**src/rtl/riscv_i32_pkg.sv**
```systemverilog
`default_nettype none
// +------------------------------------------------------------------+
// | riscv_i32_pkg                                                    |
// | Shared dmem access types and responder state encoding.           |
// | Rev 1.0                                                          |
// +------------------------------------------------------------------+
package riscv_i32_pkg;

  localparam int WAIT_COUNTER_WIDTH = 4;

  typedef struct packed {
    logic [31:0] address;
    logic [3:0]  byte_enable;
    logic        write_enable;
    logic        read_enable;
    logic [31:0] write_data;
  } t_dmem_access_req;

  // "wait" is a keyword, hence wait_req
  typedef struct packed {
    logic        wait_req;
    logic [31:0] read_data;
  } t_dmem_access_resp;

  typedef enum logic [1:0] {
    IDLE  = 2'd0,
    STALL = 2'd1,
    DATA  = 2'd2
  } t_dmem_responder_state;

endpackage
`default_nettype wire

```
**src/rtl/riscv_i32_dmem_responder.sv**
```systemverilog
`default_nettype none
// +------------------------------------------------------------------+
// | riscv_i32_dmem_responder                                         |
// | dmem target: drives a single-port SRAM with optional wait states.|
// | Rev 1.0                                                          |
// +------------------------------------------------------------------+
module riscv_i32_dmem_responder
  import riscv_i32_pkg::*;
#(
  parameter int unsigned WAIT_STATES    = 0,
  parameter int unsigned MEM_ADDR_WIDTH = 12,
  parameter logic [31:0] MEM_BASE       = 32'h0
) (
  input  logic                      clk,
  input  logic                      reset,
  input  logic [31:0]               dmem_access_req__address,
  input  logic [3:0]                dmem_access_req__byte_enable,
  input  logic                      dmem_access_req__write_enable,
  input  logic                      dmem_access_req__read_enable,
  input  logic [31:0]               dmem_access_req__write_data,
  output logic                      dmem_access_resp__wait,
  output logic [31:0]               dmem_access_resp__read_data,
  output logic                      sram_select,
  output logic                      sram_read_not_write,
  output logic [MEM_ADDR_WIDTH-1:0] sram_address,
  output logic [3:0]                sram_byte_enable,
  output logic [31:0]               sram_write_data,
  input  logic [31:0]               sram_read_data
);

  localparam logic [31:0] C_WIN_MASK = ~((32'd4 << MEM_ADDR_WIDTH) - 32'd1);
  localparam bit          C_NO_WAIT  = (WAIT_STATES == 0);
  localparam logic [WAIT_COUNTER_WIDTH-1:0] C_CNT_INIT =
    (WAIT_STATES == 0) ? '0 : WAIT_COUNTER_WIDTH'(WAIT_STATES - 1);

  t_dmem_responder_state          state_q, state_d;
  logic [WAIT_COUNTER_WIDTH-1:0]  cnt_q, cnt_d;
  t_dmem_access_req               req_q, req_d;
  logic                           in_range_q, in_range_d;
  logic                           data_ok_q, data_ok_d;
  logic [31:0]                    rdata_q, rdata_d;

  t_dmem_access_req  req_w;
  t_dmem_access_resp resp_w;
  t_dmem_access_req  iss_req_w;
  logic              iss_w, iss_in_w;
  logic              valid_w, accept_w, in_range_w;
  logic [31:0]       data_word_w;
  logic              unused_w;

  assign req_w.address      = dmem_access_req__address;
  assign req_w.byte_enable  = dmem_access_req__byte_enable;
  assign req_w.write_enable = dmem_access_req__write_enable;
  assign req_w.read_enable  = dmem_access_req__read_enable;
  assign req_w.write_data   = dmem_access_req__write_data;

  assign valid_w     = req_w.read_enable | req_w.write_enable;
  assign accept_w    = valid_w && (state_q != STALL);
  assign in_range_w  = (req_w.address & C_WIN_MASK) == MEM_BASE;
  assign data_word_w = data_ok_q ? sram_read_data : 32'h0;

  assign resp_w.wait_req  = (state_q == STALL);
  assign resp_w.read_data = (state_q == DATA) ? data_word_w : rdata_q;
  assign dmem_access_resp__wait      = resp_w.wait_req;
  assign dmem_access_resp__read_data = resp_w.read_data;

  always_comb begin
    state_d    = state_q;
    cnt_d      = cnt_q;
    req_d      = req_q;
    in_range_d = in_range_q;
    data_ok_d  = data_ok_q;
    rdata_d    = rdata_q;
    iss_w      = 1'b0;
    iss_req_w  = req_q;
    iss_in_w   = in_range_q;
    sram_select         = 1'b0;
    sram_read_not_write = 1'b0;
    sram_address        = '0;
    sram_byte_enable    = 4'h0;
    sram_write_data     = 32'h0;

    case (state_q)
      DATA: begin
        rdata_d = data_word_w;
        state_d = IDLE;
      end
      STALL: begin
        if (cnt_q == '0) begin
          iss_w     = 1'b1;
          data_ok_d = in_range_q;
          state_d   = req_q.write_enable ? IDLE : DATA;
        end else begin
          cnt_d = cnt_q - 1'b1;
        end
      end
      default: ;
    endcase

    // A DATA cycle may accept the next request; that overrides the return to IDLE
    if (accept_w) begin
      if (C_NO_WAIT) begin
        iss_w     = 1'b1;
        iss_req_w = req_w;
        iss_in_w  = in_range_w;
        data_ok_d = in_range_w;
        state_d   = req_w.write_enable ? IDLE : DATA;
      end else begin
        req_d      = req_w;
        in_range_d = in_range_w;
        cnt_d      = C_CNT_INIT;
        state_d    = STALL;
      end
    end

    if (iss_w && iss_in_w) begin
      sram_select         = 1'b1;
      sram_read_not_write = ~iss_req_w.write_enable;
      sram_address        = iss_req_w.address[MEM_ADDR_WIDTH+1:2];
      sram_byte_enable    = iss_req_w.byte_enable;
      sram_write_data     = iss_req_w.write_data;
    end
  end

  always_ff @(posedge clk) begin
    if (reset) begin
      state_q    <= IDLE;
      cnt_q      <= '0;
      req_q      <= '0;
      in_range_q <= 1'b0;
      data_ok_q  <= 1'b0;
      rdata_q    <= 32'h0;
    end else begin
      state_q    <= state_d;
      cnt_q      <= cnt_d;
      req_q      <= req_d;
      in_range_q <= in_range_d;
      data_ok_q  <= data_ok_d;
      rdata_q    <= rdata_d;
    end
  end

  assign unused_w = ^{req_q.read_enable, req_q.address[1:0],
                      req_q.address[31:MEM_ADDR_WIDTH+2], req_w.address[1:0]};

endmodule
`default_nettype wire

```
**config.mk**
```make
export PLATFORM = sky130hd
export DESIGN_NAME = riscv_i32_dmem_responder
export DESIGN_NICKNAME = d
export VERILOG_FILES = /design/src/rtl/riscv_i32_pkg.sv /design/src/rtl/riscv_i32_dmem_responder.sv
export SDC_FILE = /design/constraint.sdc
export NUM_CORES = 1
export LEC_CHECK = 0
export CAP_MARGIN = 20
export CORE_UTILIZATION = 30
export CTS_BUF_LIST = sky130_fd_sc_hd__clkbuf_4 sky130_fd_sc_hd__clkbuf_8
export DETAILED_ROUTE_END_ITERATION = 8
export PLACE_DENSITY = 0.77
export SETUP_SLACK_MARGIN = 0.02
export SYNTH_ARGS = -nofsm -noshare
export SYNTH_HDL_FRONTEND = slang
export SYNTH_SLANG_ARGS = --single-unit
export TNS_END_PERCENT = 1
```
**constraint.sdc**
```tcl
create_clock -name clk -period 4.7 [get_ports clk]
set_input_delay 1.41 -clock clk [delete_from_list [all_inputs] [get_ports clk]]
set_output_delay 1.41 -clock clk [all_outputs]
set_load 0.005 [all_outputs]
```
==> impl_metrics.csv <==
group,metric,value,unit
run_status,run_status,"finished clean",
worst_setup_path,register_to_register_path_depth,4,
synth,synth.yosys.seq_area_share,0.315,
synth,synthesis.instances,295,
grt,grt_max_degree,36,
clock_tree,clockRootBuffer,"sky130_fd_sc_hd__clkbuf_8",
floorplan,std_cell_rows,30,
final_layout,layout_commonest_cell,"sky130_fd_sc_hd__clkdlybuf4s50_1",
floorplan,core,6870,um^2
timing,timing_max_transition_violations_final,0,
min_path,min_path_type,"reg -> reg",
worst_setup_path,critical_path_required,3290,ps
clock_tree,cts_buffer_depth,2,
synth,synthesized_nets,399,
synth,syn-cell-area,2160,um^2
floorplan,dieArea,7540,um^2
floorplan,die_height,86.8,um
floorplan,die_width,86.8,um
min_path,min-delay-start,"rdata_q[23]$_SDFF_PP0_",
place,placedInstanceArea,4120,um^2
power_and_ir_drop,p_seq_frac,0.429,
final_layout,final_cell_mix,"sky130_fd_sc_hd__clkdlybuf4s50_1, sky130_fd_sc_hd__nand2_1, sky130_fd_sc_hd__inv_1, sky130_fd_sc_hd__nor3_2, sky130_fd_sc_hd__dfxtp_1",
clock_tree,clk_pin_slew,60,ps
clock_tree,holdBufCountCts,0,
drt,route.vias.total,2551,
timing,grt_setup_unrepaired,"true",
run,drv_cap,0,
final_layout,finish.net_count,589,
drt,route.detailed.wl_per_inst,12.6,um
grt,grt_pass1_vias,2482,
timing,final_hold_viol_count,0,
worst_setup_path,critical_path.max_fanout,9,
worst_setup_path,worst_r2r_endpoint,"rdata_q[27]$_SDFF_PP0_",
timing,clock_skew,7.35,ps
final_layout,antennaDiodeCount,0,
clock_tree,cts_made_buffers,5,
synth,synth.ff_latch_count,34,
timing,final.min_clock_period,4640,ps
synth,post_synth_num_cell_types,20,
grt,gr-usage-all-layers,0.192,
drt,initialDrtViolationCount,47,
grt,grt_remaining_overflow,0,
power_and_ir_drop,switching_power,129,uW
worst_setup_path,rrSetupSlack,3230,ps
drt,detail_route.first_pass.iterations,5,
grt,grt_antenna_before_repair,0,
power_and_ir_drop,sw_frac_of_total,0.192,
worst_setup_path,critPathKind,"in -> out",
drt,remaining_drc_errors,0,
timing,max_slew_margin,0.609,
drt,ant_nets,0,
final_layout,finish.instance_area,4340,um^2
place,detailed_place_hpwl,5.43,mm
timing,fmaxAchievable,215,MHz
timing,max_slew.worst_pin.slew,587,ps
power_and_ir_drop,p_leak,0.00202,uW
worst_setup_path,endpoint_kind,"output pin",
clock_tree,count_of_clock_tree_sinks,34,
drt,routed_via_density,4.39,
final_layout,area.growth.synth_to_final,101,%
floorplan,num_io_pins,187,
timing,crit_share_post_route,0.988,
power_and_ir_drop,power.share.combinational,0.175,
power_and_ir_drop,internal-power,543,uW
worst_setup_path,critPathArrivalTime,3230,ps
min_path,timing.hold.worst_path_depth,2,
clock_tree,htree_levels,2,
worst_setup_path,worstReg2RegStart,"data_ok_q$_SDFFE_PP0N_",
place,gp_routability_congestion,0.773,
min_path,timing.hold.worst_endpoint,"rdata_q[23]$_SDFF_PP0_",
place,portBuffers,183,
worst_setup_path,cp-start-kind,"primary input",
clock_tree,insertion_delay,280,ps
synth,yosys_warnings,0,
power_and_ir_drop,pwrdens,155,nW/um^2
grt,wire_length_of_the_first_global_routing_pass,11.4,mm
power_and_ir_drop,p_clk_frac,0.396,
timing,fin_worst_hold_slack,480,ps
timing,final_setup_violation_count,0,
clock_tree,tritoncts,"built",
drt,detail_route.wirelength,7.35,mm
synth,post_synth.cell_area_avg,7.32,um^2
floorplan,start_util,0.314,
final_layout,share_of_final_layout_standard_cells_stronger_than_drive_strength_1,0.229,
power_and_ir_drop,vdd.ir_drop.worst,91.2,uV
## registers in the layout, summed over array words and instances (netlist names)
name       cells
data_ok_q      1
state_q        1
rdata_q       32
## Yosys cell counts (all sizes together)
cell type   n  share of area
nor3b       1         0.0035
inv        48          0.083
nand2      64           0.11
buf        12          0.041
a21oi      32          0.074
nand2b     32          0.093
clkbuf     11          0.019
conb        1         0.0017
nand3       1         0.0023
nand3b      1         0.0035
or4         2         0.0070
and2        1         0.0029
nor3       49           0.23
nor2        2         0.0035
o31ai       1         0.0035
dfxtp      34           0.32
nor4        3         0.0087
## per-stage QoR
step                      instances  total power, uW  setup slack (ps)   util  TNS [ps]
after floorplan                 295              319               493      -         0
final                           581              672              55.1  0.632         0
after global placement          562              407              -620  0.599    -29690
after CTS                       581              683             -2.82  0.630     -2.82
after detailed placement        562              409              -648  0.599    -30680
after global routing            581              704              4.21  0.632         0
## critical path: stages
cell                              delay (ps)
sky130_fd_sc_hd__buf_6                    90
sky130_fd_sc_hd__or4_4                   510
sky130_fd_sc_hd__or4_4                   520
sky130_fd_sc_hd__buf_12                  170
sky130_fd_sc_hd__buf_16                  140
sky130_fd_sc_hd__nor3_2                  130
sky130_fd_sc_hd__clkdlybuf4s15_1         250
## worst max-delay path by stage
stage / from / end / slack (ps) / depth (start not counted)
after global placement: dmem_access_req__address[17] / sram_write_data[28] / -620 / 6
after floorplan: dmem_access_req__address[17] / sram_address[0] / 490 / 5
after detailed placement: dmem_access_req__address[17] / sram_address[10] / -650 / 6
after global routing: dmem_access_req__address[18] / sram_address[2] / 4 / 8
after CTS: dmem_access_req__address[18] / sram_address[3] / -3 / 8
final: dmem_access_req__address[18] / sram_write_data[2] / 60 / 7
## power groups by stage
stage | Sequential [uW] | Clock [uW] | Combinational [uW]
after CTS | 288 | 276 | 119
after global placement | 295 | 0 | 112
after floorplan | 295 | 0 | 24.2
final | 289 | 266 | 118
after detailed placement | 295 | 0 | 114
after global routing | 288 | 289 | 127
## cells by family after synthesis
| logic type | count (synthesis) | share of synthesized area |
|---|---|---|
| and+or+nand+nor | 156 | 0.462 |
| buffers and inverters | 71 | 0.143 |
| DFF | 34 | 0.315 |
| AOI/OAI and AO/OA | 33 | 0.0776 |
| other | 1 | 0.00174 |
## timing repair
item	4_1_cts	5_1_grt
resized for setup	149	2
cloned	6	0
buffers inserted	6	0
endpoints found under the setup margin	50	32
pin swaps	3	2
## per-layer routing
| layer | vias to the layer above | global-route usage | share of wire |
|---|---|---|---|
| met1 | 1147 | 0.216 | 0.39 |
| met3 | 8 | 0.0429 | 0.069 |
| met5 | - | 0 | 0 |
| met2 | 101 | 0.361 | 0.53 |
| met4 | 0 | 0.0500 | 0.010 |
| li1 | 1295 | - | - |
## cell type report
| class | instances | area [um^2] |
|---|---|---|
| fillers | 634 | 2530 |
| repair buffers | 206 | 2050 |
| multi-input cells | 190 | 1200 |
| flip-flops and latches | 34 | 681 |
| inverters | 48 | 180 |
| well taps | 96 | 120 |
| clock buffers | 6 | 82.6 |
| clock inverters | 1 | 30.0 |
Power figures use the tool's default switching activity.
